## src/rtl/ltsm_sb_pkg.sv

```systemverilog
// rtl/ltsm_sb_pkg.sv - shared encodings for LTSM sideband TX packetizers
package ltsm_sb_pkg;

    // Encoded message values produced by the LTSM state wrappers
    localparam int MSG_NONE   = 0;
    localparam int START_REQ  = 1;
    localparam int START_RESP = 2;
    localparam int END_REQ    = 3;
    localparam int END_RESP   = 4;

    // Sideband MsgCode / MsgSubcode values for the PHYRETRAIN messages
    localparam logic [7:0] MSGCODE_REQ   = 8'hB5;
    localparam logic [7:0] MSGCODE_RESP  = 8'hBA;
    localparam logic [7:0] SUBCODE_START = 8'h01;
    localparam logic [7:0] SUBCODE_END   = 8'h02;

    // Packetizer FSM state encoding
    localparam logic [2:0] ST_IDLE      = 3'd0;
    localparam logic [2:0] ST_WAIT_FREE = 3'd1;
    localparam logic [2:0] ST_ISSUE     = 3'd2;
    localparam logic [2:0] ST_WAIT_ACK  = 3'd3;
    localparam logic [2:0] ST_WAIT_DONE = 3'd4;

    // Captured sideband header fields for one request
    typedef struct packed {
        logic [7:0] msgcode;
        logic [7:0] msgsubcode;
    } sb_code_t;

endpackage

```

## src/rtl/ltsm_sb_code_lut.sv

```systemverilog
// rtl/ltsm_sb_code_lut.sv - encoded LTSM message to MsgCode/MsgSubcode lookup
module ltsm_sb_code_lut
    import ltsm_sb_pkg::*;
#(
    parameter int SB_MSG_WIDTH = 4
) (
    input  logic [SB_MSG_WIDTH-1:0] code,
    output logic [7:0]              msgcode,
    output logic [7:0]              msgsubcode,
    output logic                    legal
);

    // Pure decode; code 0 (none) and any unmapped value report not-legal
    always_comb begin
        msgcode    = 8'h00;
        msgsubcode = 8'h00;
        legal      = 1'b0;
        case (code)
            SB_MSG_WIDTH'(START_REQ): begin
                msgcode    = MSGCODE_REQ;
                msgsubcode = SUBCODE_START;
                legal      = 1'b1;
            end
            SB_MSG_WIDTH'(START_RESP): begin
                msgcode    = MSGCODE_RESP;
                msgsubcode = SUBCODE_START;
                legal      = 1'b1;
            end
            SB_MSG_WIDTH'(END_REQ): begin
                msgcode    = MSGCODE_REQ;
                msgsubcode = SUBCODE_END;
                legal      = 1'b1;
            end
            SB_MSG_WIDTH'(END_RESP): begin
                msgcode    = MSGCODE_RESP;
                msgsubcode = SUBCODE_END;
                legal      = 1'b1;
            end
            default: begin
                msgcode    = 8'h00;
                msgsubcode = 8'h00;
                legal      = 1'b0;
            end
        endcase
    end

endmodule

```

## src/rtl/ltsm_sb_tx_packetizer.sv

```systemverilog
// rtl/ltsm_sb_tx_packetizer.sv - level LTSM request to one-shot sideband packet
module ltsm_sb_tx_packetizer
    import ltsm_sb_pkg::*;
#(
    parameter int SB_MSG_WIDTH = 4,
    parameter int TIMEOUT_CYC  = 1024
) (
    input  logic                    i_clk,
    input  logic                    i_rst_n,
    input  logic                    i_state_en,
    input  logic                    i_tx_msg_valid,
    input  logic [SB_MSG_WIDTH-1:0] i_encoded_SB_msg,
    input  logic [2:0]              i_tx_msg_info,
    input  logic                    i_SB_Busy,
    output logic                    o_pkt_valid,
    output logic [7:0]              o_msgcode,
    output logic [7:0]              o_msgsubcode,
    output logic [15:0]             o_msginfo,
    output logic                    o_sent,
    output logic                    o_pending,
    output logic                    o_err
);

    localparam int              CNT_W   = (TIMEOUT_CYC > 1) ? $clog2(TIMEOUT_CYC) : 1;
    localparam logic [CNT_W-1:0] CNT_MAX = CNT_W'(TIMEOUT_CYC - 1);

    logic [2:0]              state;
    logic [2:0]              state_d;
    logic                    busy_q;
    logic [CNT_W-1:0]        cnt;
    logic [SB_MSG_WIDTH-1:0] hold_code;
    logic [2:0]              hold_info;
    sb_code_t                hold_hdr;
    logic [SB_MSG_WIDTH-1:0] last_code;
    logic [2:0]              last_info;
    logic                    low_seen;

    logic [7:0]              lut_msgcode;
    logic [7:0]              lut_msgsubcode;
    logic                    lut_legal;

    logic                    is_new;
    logic                    capture;
    logic                    issue;
    logic                    clr_cnt;
    logic                    inc_cnt;
    logic                    set_err;
    logic                    sent_d;

    ltsm_sb_code_lut #(
        .SB_MSG_WIDTH (SB_MSG_WIDTH)
    ) u_code_lut (
        .code       (i_encoded_SB_msg),
        .msgcode    (lut_msgcode),
        .msgsubcode (lut_msgsubcode),
        .legal      (lut_legal)
    );

    // A held request counts once: it must differ from the last sent pair or follow a valid-low gap
    assign is_new = ({i_encoded_SB_msg, i_tx_msg_info} != {last_code, last_info}) || low_seen;

    // Next-state and per-cycle action decode
    always_comb begin
        state_d = state;
        capture = 1'b0;
        issue   = 1'b0;
        clr_cnt = 1'b0;
        inc_cnt = 1'b0;
        set_err = 1'b0;
        sent_d  = 1'b0;
        if (!i_state_en) begin
            state_d = ST_IDLE;
        end else begin
            case (state)
                ST_IDLE: begin
                    if (i_tx_msg_valid && (i_encoded_SB_msg != '0)) begin
                        if (!lut_legal) begin
                            set_err = 1'b1;
                        end else if (is_new) begin
                            capture = 1'b1;
                            state_d = ST_WAIT_FREE;
                        end
                    end
                end
                ST_WAIT_FREE: begin
                    if (!i_SB_Busy) begin
                        issue   = 1'b1;
                        state_d = ST_ISSUE;
                    end
                end
                ST_ISSUE: begin
                    clr_cnt = 1'b1;
                    state_d = ST_WAIT_ACK;
                end
                ST_WAIT_ACK: begin
                    if (i_SB_Busy) begin
                        state_d = ST_WAIT_DONE;
                    end else if (cnt == CNT_MAX) begin
                        set_err = 1'b1;
                        state_d = ST_IDLE;
                    end else begin
                        inc_cnt = 1'b1;
                    end
                end
                ST_WAIT_DONE: begin
                    if (busy_q && !i_SB_Busy) begin
                        sent_d  = 1'b1;
                        state_d = ST_IDLE;
                    end
                end
                default: state_d = ST_IDLE;
            endcase
        end
    end

    // FSM state, busy history and registered handshake outputs
    always_ff @(posedge i_clk or negedge i_rst_n) begin
        if (!i_rst_n) begin
            state        <= ST_IDLE;
            busy_q       <= 1'b0;
            o_pkt_valid  <= 1'b0;
            o_sent       <= 1'b0;
            o_pending    <= 1'b0;
            o_msgcode    <= 8'h00;
            o_msgsubcode <= 8'h00;
            o_msginfo    <= 16'h0000;
        end else begin
            state       <= state_d;
            busy_q      <= i_SB_Busy;
            o_pkt_valid <= issue;
            o_sent      <= sent_d;
            o_pending   <= (state_d != ST_IDLE);
            if (issue) begin
                o_msgcode    <= hold_hdr.msgcode;
                o_msgsubcode <= hold_hdr.msgsubcode;
                o_msginfo    <= {13'b0, hold_info};
            end
        end
    end

    // Request holding, last-sent history, timeout counter and sticky error
    always_ff @(posedge i_clk or negedge i_rst_n) begin
        if (!i_rst_n) begin
            hold_code <= '0;
            hold_info <= '0;
            hold_hdr  <= '0;
            last_code <= '0;
            last_info <= '0;
            low_seen  <= 1'b0;
            cnt       <= '0;
            o_err     <= 1'b0;
        end else if (!i_state_en) begin
            hold_code <= '0;
            hold_info <= '0;
            hold_hdr  <= '0;
            last_code <= '0;
            last_info <= '0;
            low_seen  <= 1'b0;
            cnt       <= '0;
            o_err     <= 1'b0;
        end else begin
            if (capture) begin
                hold_code           <= i_encoded_SB_msg;
                hold_info           <= i_tx_msg_info;
                hold_hdr.msgcode    <= lut_msgcode;
                hold_hdr.msgsubcode <= lut_msgsubcode;
            end
            if (clr_cnt) begin
                cnt <= '0;
            end else if (inc_cnt && (cnt != CNT_MAX)) begin
                cnt <= cnt + 1'b1;
            end
            if (set_err) begin
                o_err <= 1'b1;
            end
            if (sent_d) begin
                last_code <= hold_code;
                last_info <= hold_info;
                low_seen  <= 1'b0;
            end else if (!i_tx_msg_valid) begin
                low_seen  <= 1'b1;
            end
        end
    end

endmodule

```

## config.mk

```make
export PLATFORM = sky130hd
export DESIGN_NAME = ltsm_sb_tx_packetizer
export DESIGN_NICKNAME = d
export VERILOG_FILES = /design/src/rtl/ltsm_sb_pkg.sv /design/src/rtl/ltsm_sb_code_lut.sv /design/src/rtl/ltsm_sb_tx_packetizer.sv
export SDC_FILE = /design/constraint.sdc
export NUM_CORES = 1
export LEC_CHECK = 0
export CAP_MARGIN = 5
export CORE_MARGIN = 3
export CORE_UTILIZATION = 29
export CTS_BUF_LIST = sky130_fd_sc_hd__clkbuf_4 sky130_fd_sc_hd__clkbuf_8 sky130_fd_sc_hd__clkbuf_16
export DETAILED_ROUTE_END_ITERATION = 16
export GPL_ROUTABILITY_DRIVEN = 0
export PLACE_DENSITY = 0.5
export SYNTH_ARGS = -nofsm -noshare
export SYNTH_HDL_FRONTEND = slang
export SYNTH_SLANG_ARGS = --single-unit
```

## constraint.sdc

```tcl
create_clock -name i_clk -period 4.7 [get_ports i_clk]
set_input_delay 1.41 -clock i_clk [delete_from_list [all_inputs] [get_ports i_clk]]
set_output_delay 1.41 -clock i_clk [all_outputs]
set_load 0.02 [all_outputs]
```

==> flow_summary.toml <==
[clock_network]
clkSinkCount = 46
cts.repair.resized = 0
hold_buffers = 0
post_cts_buffers = 0
cts.reportedPaths.clkPinSlew_ns = 0.08
clkLatencyLatePin_ns = 0.29
cts_made_buffers = 5
cts-root-buf = "clkbuf_8"
cts_max_level = 2
cts_buffer_depth = 2
cts_tree = "built"

[global_route]
grt_max_degree = 47
antenna_found_initial = 0
grt_pass1_wl_um = 7900
overflow = 0
grt_pass1_vias = 1556
track_usage_pct = 10.2

[yosys]
synth-simple-area-share_pct = 17.1
ys_warn_count = 0
synth_top_family_by_area = "simple AND/OR/NAND/NOR gates"
synthAdderAreaFrac_pct = 0.511
synth_edf_count = 0
netlist_top_cells_count = "dfrtp_1 (46), buf_4 (24), nand2_1 (24)"
synth_xor_area_share_pct = 5.37
synth_cell_types = 46
synth_flop_cell = "dfrtp_1"
syn_area_sq_um = 2450
ys_top_cells_by_area = "dfrtp_1 (47%), buf_4 (7.4%), mux2i_1 (6.9%)"
netlist.area_leader.share_pct = 47.0
post-synth-top-count-cell = "dfrtp_1"
synthMuxAreaShare_pct = 10.6
synthCells = 237
synth_seq_cells = 46
synth_compound_area_share_pct = 7.97
yosys.area.top_type = "dfrtp_1"
async_flop_share_pct = 100
avgSynthCellArea_sq_um = 10.3
ys_seq_area_share_pct = 47.0

[timing]
hold_viol_final = 0
final.min_clock_period_ns = 3.16
fin_ws_ns = 1.54
slew_viol_final = 0
setup_tns_ns = 0
holdWs_ns = 0.498
min_period_over_period_pct = 67.3
rsz0062_at_grt = "no"
fin_skew_ns = 0.00429
setup_viol = 0
worstMarginPinSlew_ns = 1.04
max_slew_margin_pct = 31.0
fmax_mhz = 316

[die]
die-area_sq_um = 9580
core_sq_um = 7970
start_util_pct = 30.7
die_h_um = 97.9
num_rows = 32
ios = 48
die_w_um = 97.9

[detailed_routing]
routed_wl_um = 4650
ant_nets = 0
via_per_inst = 4.58
routedWlPerCell_um = 13.1
first_iter_violations = 65
drc = 0
vias = 1626
dr.pass1.iters = 4

[final_layout]
drive_above_1_share_pct = 8.70
diodes = 0
area_delta_synth_final_pct = 13.1
nets = 265
final_cells = 355

[worst_setup_path]
cpPeakStageDelay_ns = 0.52
slowest_stage = "clkdlybuf4s50_1"
path_cells = "clkdlybuf4s50_1 > nand4bb_1 > a311o_1 > or3_1 > a21oi_1"
worstSetupPathType = "in2reg"
path_buf_inv = 1
worstPathMaxFanout = 8
crit_arrival_ns = 3.38
end_kind = "flop"
crit_family = "simple AND/OR/NAND/NOR gates"
cp-start-kind = "input pin"
worstPathRequired_ns = 4.92

[placement]
numPortBuffers = 27
place_inst = 347
hpwl_um = 3260
pre_cts_slack_ns = 1.19

[pwr]
ir_drop_uv = 114
leakage_nw = 1.24
power_density_nw_per_um2 = 297
p_total_w = 0.000822

[worst_hold_path]
hold_path.class = "reg2reg"

[job]
drv_cap = 0

[outcome]
status = "finished, final reports clean"
==> kinds of logic (layout without fill, tap and decap cells) <==
kind of cell / after synthesis / count (layout)
AO/OA/AOI/OAI: 28 / 28
XOR/XNOR: 15 / 15
adder cells (fa/ha/maj): 1 / 1
buffers and inverters: 43 / 40
flip-flops: 46 / 46
multiplexers: 25 / 25
other: 1 / 20
AND/OR/NAND/NOR: 78 / 78
==> placed cells by master, fill, tap and decap left out, types with 3 or more instances in the layout <==
cell type | netlist | final
clkbuf_8 | 0 | 8
o21a_1 | 3 | 3
nand4_1 | 3 | 3
nand2b_1 | 4 | 4
nand3_1 | 3 | 3
o21ai_0 | 7 | 7
nor2_1 | 18 | 18
nand2_1 | 24 | 24
dfrtp_1 | 46 | 46
mux2i_1 | 17 | 17
a21oi_1 | 6 | 6
or3b_1 | 3 | 3
xor2_1 | 5 | 5
clkdlybuf4s50_1 | 0 | 26
xnor2_1 | 10 | 10
conb_1 | 1 | 20
nor4_1 | 4 | 4
inv_1 | 4 | 4
or3_1 | 3 | 3
mux2_2 | 8 | 8
==> sequential cells by signal, summed over array words and instances, names as in the netlist <==
name,count
busy_q,1
cnt,10
hold_code,4
hold_hdr,5
hold_info,3
last_code,4
last_info,3
low_seen,1
o_err,1
o_msgcode,3
o_msginfo,3
o_msgsubcode,2
o_pending,1
o_pkt_valid,1
o_sent,1
state,3
==> power by group <==
group	internal [W]	total, W	switching, W	leakage [nW]
Combinational	0.0000504	0.000122	0.0000716	0.551
Sequential	0.000409	0.000421	0.0000112	0.634
Clock	0.000149	0.000279	0.000131	0.0575
Total	0.000608	0.000822	0.000214	1.24
==> metrics by stage <==
| step | util, % | cell area [sq um] |
|---|---|---|
| 2_1_floorplan | - | 2520 |
| 3_3_place_gp | 33.4 | 2660 |
| 3_5_place_dp | 33.4 | 2660 |
| 4_1_cts | 34.8 | 2770 |
| 5_1_grt | 34.8 | 2770 |
| 6_report | 34.8 | 2770 |
==> path summary, 6_finish.rpt <==
check,cells past startpoint,to,slack [ns],from
max,5,cnt[5],1.54,i_SB_Busy
min,1,hold_hdr[13],0.50,hold_hdr[13]
max reg2reg,4,cnt[5],2.73,state[2]
min reg2reg,1,hold_hdr[13],0.50,hold_hdr[13]
max in group asynchronous,1,cnt[6],2.78,i_rst_n
min in group asynchronous,1,hold_hdr[10],1.30,i_rst_n
==> metal layers <==
layer  track usage, %  share of wire (%)
met1             14.6                 51
met2             15.1                 43
met3             2.29                4.2
met4             3.51                1.6
met5                0                  0
==> layout make-up <==
| class | instances | area [sq um] |
|---|---|---|
| timing repair buffer | 28 | 273 |
| inverter | 4 | 15.0 |
| tap | 102 | 128 |
| multi-input combinational | 167 | 1090 |
| clock buffer | 8 | 110 |
| sequential | 46 | 1150 |
| fill | 820 | 5200 |
(Power assumes the default switching activity.)
